$ cat config.mk
export PLATFORM = sky130hd
export DESIGN_NAME = barrel_shifter_pipe
export DESIGN_NICKNAME = d
export VERILOG_FILES = /design/src/rtl/barrel_shifter_pipe.sv
export SDC_FILE = /design/constraint.sdc
export NUM_CORES = 1
export LEC_CHECK = 0
export ABC_AREA = 1
export BUFFER_PORTS_ARGS = -buffer_cell sky130_fd_sc_hd__buf_2
export CAP_MARGIN = 15
export CORE_MARGIN = 3
export CORE_UTILIZATION = 48
export CTS_CLUSTER_SIZE = 20
export DETAILED_ROUTE_END_ITERATION = 16
export HOLD_SLACK_MARGIN = 0.15
export PLACE_DENSITY = 0.69
export SETUP_SLACK_MARGIN = 0.5
export SYNTH_ARGS = -nofsm -noshare
export SYNTH_HDL_FRONTEND = slang
export SYNTH_SLANG_ARGS = --single-unit
$ cat constraint.sdc
create_clock -name clk -period 2.4 [get_ports clk]
set_input_delay 0.6 -clock clk [delete_from_list [all_inputs] [get_ports clk]]
set_output_delay 0.6 -clock clk [all_outputs]
set_load 0.05 [all_outputs]
$ cat src/rtl/barrel_shifter_pipe.sv
// Pipelined barrel shifter/rotator with valid/ready on both sides.
// Stage k applies a shift of 2^k when sh_amt[k] is set, so a full shift
// takes one cycle per amount bit. A single global enable stalls every stage
// together when the consumer holds off. Bubbles are not squeezed out.
module barrel_shifter_pipe #(
  parameter int WIDTH = 8,
  parameter int SHW   = $clog2(WIDTH)
) (
  input  logic             clk,
  input  logic             rst,
  input  logic             in_valid,
  output logic             in_ready,
  input  logic [WIDTH-1:0] din,
  input  logic [SHW-1:0]   sh_amt,
  input  logic             dir,
  input  logic [1:0]       mode,
  output logic             out_valid,
  input  logic             out_ready,
  output logic [WIDTH-1:0] dout
);

  localparam logic [1:0] MODE_ROT  = 2'b00;
  localparam logic [1:0] MODE_LSH  = 2'b01;
  localparam logic [1:0] MODE_ASH  = 2'b10;
  localparam logic [1:0] MODE_PASS = 2'b11;

  // Stage registers. Each stage carries its operation sideband so that
  // later stages know how to shift.
  logic [WIDTH-1:0] data_reg  [SHW];
  logic [SHW-1:0]   amt_reg   [SHW];
  logic             dir_reg   [SHW];
  logic [1:0]       mode_reg  [SHW];
  logic             valid_reg [SHW];

  // Stage inputs: stage 0 from the ports, stage k from register k-1.
  logic [WIDTH-1:0] stg_data  [SHW];
  logic [SHW-1:0]   stg_amt   [SHW];
  logic             stg_dir   [SHW];
  logic [1:0]       stg_mode  [SHW];
  logic             stg_valid [SHW];
  logic [WIDTH-1:0] stg_next  [SHW];

  logic en;

  // The whole pipe advances unless a finished result is waiting on the
  // consumer; in_ready is therefore combinational from out_ready.
  assign en        = !valid_reg[SHW-1] || out_ready;
  assign in_ready  = en;
  assign out_valid = valid_reg[SHW-1];
  assign dout      = data_reg[SHW-1];

  // Route each stage's input from the ports or from the previous stage.
  always_comb begin
    stg_data[0]  = din;
    stg_amt[0]   = sh_amt;
    stg_dir[0]   = dir;
    stg_mode[0]  = mode;
    stg_valid[0] = in_valid;
    for (int k = 1; k < SHW; k++) begin
      stg_data[k]  = data_reg[k-1];
      stg_amt[k]   = amt_reg[k-1];
      stg_dir[k]   = dir_reg[k-1];
      stg_mode[k]  = mode_reg[k-1];
      stg_valid[k] = valid_reg[k-1];
    end
  end

  // Per-stage shift by 2^k. Arithmetic right uses the current MSB, which is
  // still the original sign because earlier stages preserved it.
  always_comb begin
    for (int k = 0; k < SHW; k++) begin
      stg_next[k] = stg_data[k];
      if (stg_amt[k][k] && (stg_mode[k] != MODE_PASS)) begin
        case (stg_mode[k])
          MODE_ROT: begin
            if (stg_dir[k])
              stg_next[k] = (stg_data[k] >> (1 << k)) | (stg_data[k] << (WIDTH - (1 << k)));
            else
              stg_next[k] = (stg_data[k] << (1 << k)) | (stg_data[k] >> (WIDTH - (1 << k)));
          end
          MODE_LSH: begin
            if (stg_dir[k])
              stg_next[k] = stg_data[k] >> (1 << k);
            else
              stg_next[k] = stg_data[k] << (1 << k);
          end
          MODE_ASH: begin
            if (stg_dir[k])
              stg_next[k] = $signed(stg_data[k]) >>> (1 << k);
            else
              stg_next[k] = stg_data[k] << (1 << k);
          end
          default: stg_next[k] = stg_data[k];
        endcase
      end
    end
  end

  // Stage registers: reset discards everything in flight, else load on en.
  always_ff @(posedge clk) begin
    if (rst) begin
      for (int k = 0; k < SHW; k++) begin
        data_reg[k]  <= '0;
        amt_reg[k]   <= '0;
        dir_reg[k]   <= 1'b0;
        mode_reg[k]  <= 2'b00;
        valid_reg[k] <= 1'b0;
      end
    end else if (en) begin
      for (int k = 0; k < SHW; k++) begin
        data_reg[k]  <= stg_next[k];
        amt_reg[k]   <= stg_amt[k];
        dir_reg[k]   <= stg_dir[k];
        mode_reg[k]  <= stg_mode[k];
        valid_reg[k] <= stg_valid[k];
      end
    end
  end

endmodule

# Word-level counts from Yosys, hierarchy flattened
# Memories as Yosys holds them, arrays and structs flattened.
# Index checks and enable logic that the tools add are counted.
[word_totals]
regBits = 0
output_inout_bits = 10
ram_bits = 45
word_cells = 76
input_bits = 18
n_memories = 5
[memory_table]
columns = ["memory", "words", "word_bits", "read_ports", "rd_clocked_by_memory_dff", "wr", "line", "source"]
rows = [
  ["data_reg", 3, 8, 3, 0, 3, "29", "logic [WIDTH-1:0] data_reg [SHW];"],
  ["amt_reg", 3, 3, 2, 0, 3, "30", "logic [SHW-1:0] amt_reg [SHW];"],
  ["mode_reg", 3, 2, 2, 0, 3, "32", "logic [1:0] mode_reg [SHW];"],
  ["dir_reg", 3, 1, 2, 0, 3, "31", "logic dir_reg [SHW];"],
  ["valid_reg", 3, 1, 3, 0, 3, "33", "logic valid_reg [SHW];"],
]
[op_classes]
n_eq_ne = 9
reduce_logical = 8
bitwise = 20
muxes = 34
[ops]
columns = ["op", "count"]
rows = [
  ["$mux W8", 14],
  ["$pmux W8 S3", 3],
  ["$or A1 B1 Y1", 15],
  ["$mux W1", 11],
  ["$mux W3", 3],
  ["$or A6 B8 Y8", 1],
  ["$or A7 B8 Y8", 1],
  ["$or A8 B1 Y8", 1],
  ["$or A8 B2 Y8", 1],
  ["$or A8 B4 Y8", 1],
  ["$eq A2 B1 Y1 const B", 3],
  ["$eq A2 B2 Y1 const B", 3],
  ["$logic_not A2 Y1", 3],
  ["$mux W2", 3],
  ["$ne A2 B2 Y1 const B", 3],
  ["$logic_and A1 B1 Y1", 3],
  ["$logic_not A1 Y1", 1],
  ["$logic_or A1 B1 Y1", 1],
]

# Logic depth before layout (Yosys ltp)
[logic_depth]
ltp_word = 6
ltp_mapped = 8
depth_no_buf = 7

# Worst setup path before layout
# OpenSTA, ideal clock, no wires.
[synth_path]
path_kind = "register to register"
from = "memory valid_reg[2][0], in the netlist valid_reg[0][2]"
to = "memory amt_reg[0][1] in the netlist's numbering, enable pin"
synth_period_minus_slack_ps = 2204
slack_ps = 196
setup_ps = 598
n_path_buf = 0
arrival_time_ps = 1606
required_ps = 1802
stages_incl_launch_ff = 2
path_cell_list = "edfxtp_1 > nand3_1"
[synth_rtl]
columns = ["item", "line"]
rows = [
  ["from (decl)", "33"],
  ["to (decl)", "30"],
]

==> results.md <==
* Status: finished clean
* Register area at 1081 sq um
* Leak at 1.042 nW
* Unrepaired setup endpoints after global routing: no
* Total Routing Usage GR at 14.31%
* Post-CTS Resized at 0
* Grt total ovfl at 0
* Pwr dens at 646.3 nW/um^2
* Crit path max-delay family: flip-flops
* WP data arrival at 1.08 ns
* Final Instance Area at 2223 sq um
* Number of post-CTS setup repair buffers at 0
* Placed Area at 2146 sq um
* Worst IR Drop VDD at 291.7 uV
* Total Wirelength at 3434 um
* Final hold viol count at 0
* Initial Util at 52.37%
* Reg clk slew, reported paths at 0.07 ns
* WP buf/inv at 1
* Required @ worst endpoint at 1.80 ns
* Flop pwr share at 55.1%
* Final TNS setup at 0 ns
* CP Capture Type: primary output
* CTS Hold Buffers Added at 0
* Synth cell types at 19
* Slowest-stage cell, CP: edfxtp_1
* Post-synth top flop: edfxtp_1
* First-pass GRT wire length at 5644 um
* Mapped Area at 2018 sq um
* Hold Path Class: reg2reg
* Top cell type's share of synthesized area at 53.56%
* Max-slew headroom at 73.25%
* Syn Nets at 256
* Internal power at 1.031 mW
* Maximum clock rate at 595.8 MHz
* Layout area overhead at 10.17%
* N_diodes at 0
* Worst slack, placed at 0.7602 ns
* CTS buffer count at 5
* EDFF count, synth at 36
* Layout cells sized above 1 at 20.69%
* Post-synth top area cell: edfxtp_1
* Total core area at 3854 sq um
* Largest net degree at the start of global routing at 29
* Most frequent cells in the layout: nand2_1 (55), nor2_1 (44), edfxtp_1 (36)
* PortBufs at 27
* Die boundary width at 70.84 um
* Synth top area cells: edfxtp_1 (54%), nand2_1 (10%), nor2_1 (8.2%)
* Synth warnings at 0
* Max-cap viol count at 0
* Clk buf depth at 2
* Antenna Nets Post-Route at 0
* NetSw at 405.4 uW
* Die Ht at 70.84 um
* Die Area at 5018 sq um
* Final Skew at 0.006842 ns
* Commonest non-fill, non-tap cell in the layout: nand2_1
* Final WS setup at 0.7217 ns
* Slowest Stage Delay on Critical Path at 0.43 ns
* H-tree levels at 2
* Clock power share at 27.1%
* Fin. max-slew vios at 0
* HPWL after detailed placement at 2541 um
* Standard-cell rows at 22
* Period utilisation layout at 69.93%
* DR vias at 1527
* Max FFs per register at 24
* Hold slack final at 0.5431 ns
* CTS sink count at 36
* Syn Inst Count at 238
* CTS tree: built
* Final setup fails at 0
* Minimum clock period at 1.678 ns
* Vias in the first global route at 1394
* Routed wire per std cell at 11.11 um
* Asr flop ratio synth at 0%
* Crit-path cells: nand2_2, buf_2
* Seq/Total Area, Yosys at 53.56%
* Fill count at 351
* Skew-Pair Late Insertion Delay at 0.28 ns
* Placer Congestion at 0.9422
* Seq cells post-synth at 36
* Number of remaining DRC errors at 0
* Vias per cell at 4.942
* Multi-input gate area at 734.5 sq um
* Critical-path maximum fanout at 3
* Nets at 279
* TritonRoute pass-1 iters at 4
* Critical path class: reg2out
* Initial detailed-routing violation count at 68
* Synth Area per Inst at 8.480 sq um
* Switching Share at 28.21%
* Least-Margin Pin Slew at 0.4012 ns
* Comb pwr share at 17.8%
* Root buffer cell: clkbuf_8
* # IOs at 28
* Crit start category: register
* Initial antenna violation count at 0
## cells by family (layout without fill, tap and decap cells)
logic type,after synthesis,after routing,synth area share [%]
DFF,36,36,53.56
buffers and inverters,39,62,10.29
and+or+nand+nor,116,116,23.37
AOI/OAI and AO/OA,47,47,12.77
## area by class of cell
type                    count  share of cell area, %
clock inverters             1                 0.2251
repair buffers             29                  7.316
well taps                  48                  2.701
multi-input cells         163                  33.03
inverters                  26                  4.840
clock buffers               6                  3.264
flip-flops and latches     36                  48.62
## path summary, 6_finish.rpt
| path | startpoint | endpoint | slack [ns] | cells past startpoint |
|---|---|---|---|---|
| setup / recovery | valid_reg[0][2] | in_ready | 0.72 | 2 |
| hold / removal | amt_reg[0][2] | amt_reg[0][5] | 0.54 | 2 |
| setup reg to reg | dir_reg[0][0] | data_reg[0][14] | 0.95 | 5 |
| hold reg to reg | amt_reg[0][2] | amt_reg[0][5] | 0.54 | 2 |
## synthesized netlist by cell type (3+ instances only)
cell type	instances
nand2_1	55
nor2_1	44
edfxtp_1	36
inv_1	20
a21oi_1	14
o21ai_1	14
o21ai_0	13
nand3_1	10
buf_4	9
a21oi_2	6
nand2_2	4
inv_2	3
## metrics by stage
step / instances / total power [mW] / util (%)
2_1_floorplan: 238 / 1.015 / -
3_3_place_gp: 302 / 1.056 / 55.68
3_5_place_dp: 302 / 1.060 / 55.68
4_1_cts: 309 / 1.449 / 57.69
5_1_grt: 309 / 1.510 / 57.69
6_report: 309 / 1.437 / 57.69
## tightest hold or removal path, delay by kind of cell, from the launching register on
kind / cells / cell delay (ns)
and+or+nand+nor: 1 / 0.08
DFF: 1 / 0.32
buffers and inverters: 1 / 0.03
## power groups by stage
stage	Combinational [mW]	Sequential, mW	Clock (mW)
2_1_floorplan	0.219	0.796	0
3_3_place_gp	0.252	0.804	0
3_5_place_dp	0.255	0.804	0
4_1_cts	0.256	0.791	0.402
5_1_grt	0.286	0.796	0.428
6_report	0.255	0.792	0.390
## routing by layer
| metal | global-route usage [%] | part of all wire [%] | wire [um] |
|---|---|---|---|
| met1 | 13.99 | 41 | 1398 |
| met2 | 26.47 | 52 | 1769 |
| met3 | 4.403 | 5.0 | 172 |
| met4 | 7.933 | 2.7 | 93 |
| met5 | 0 | 0 | 0 |
(Power assumes the default switching activity.)
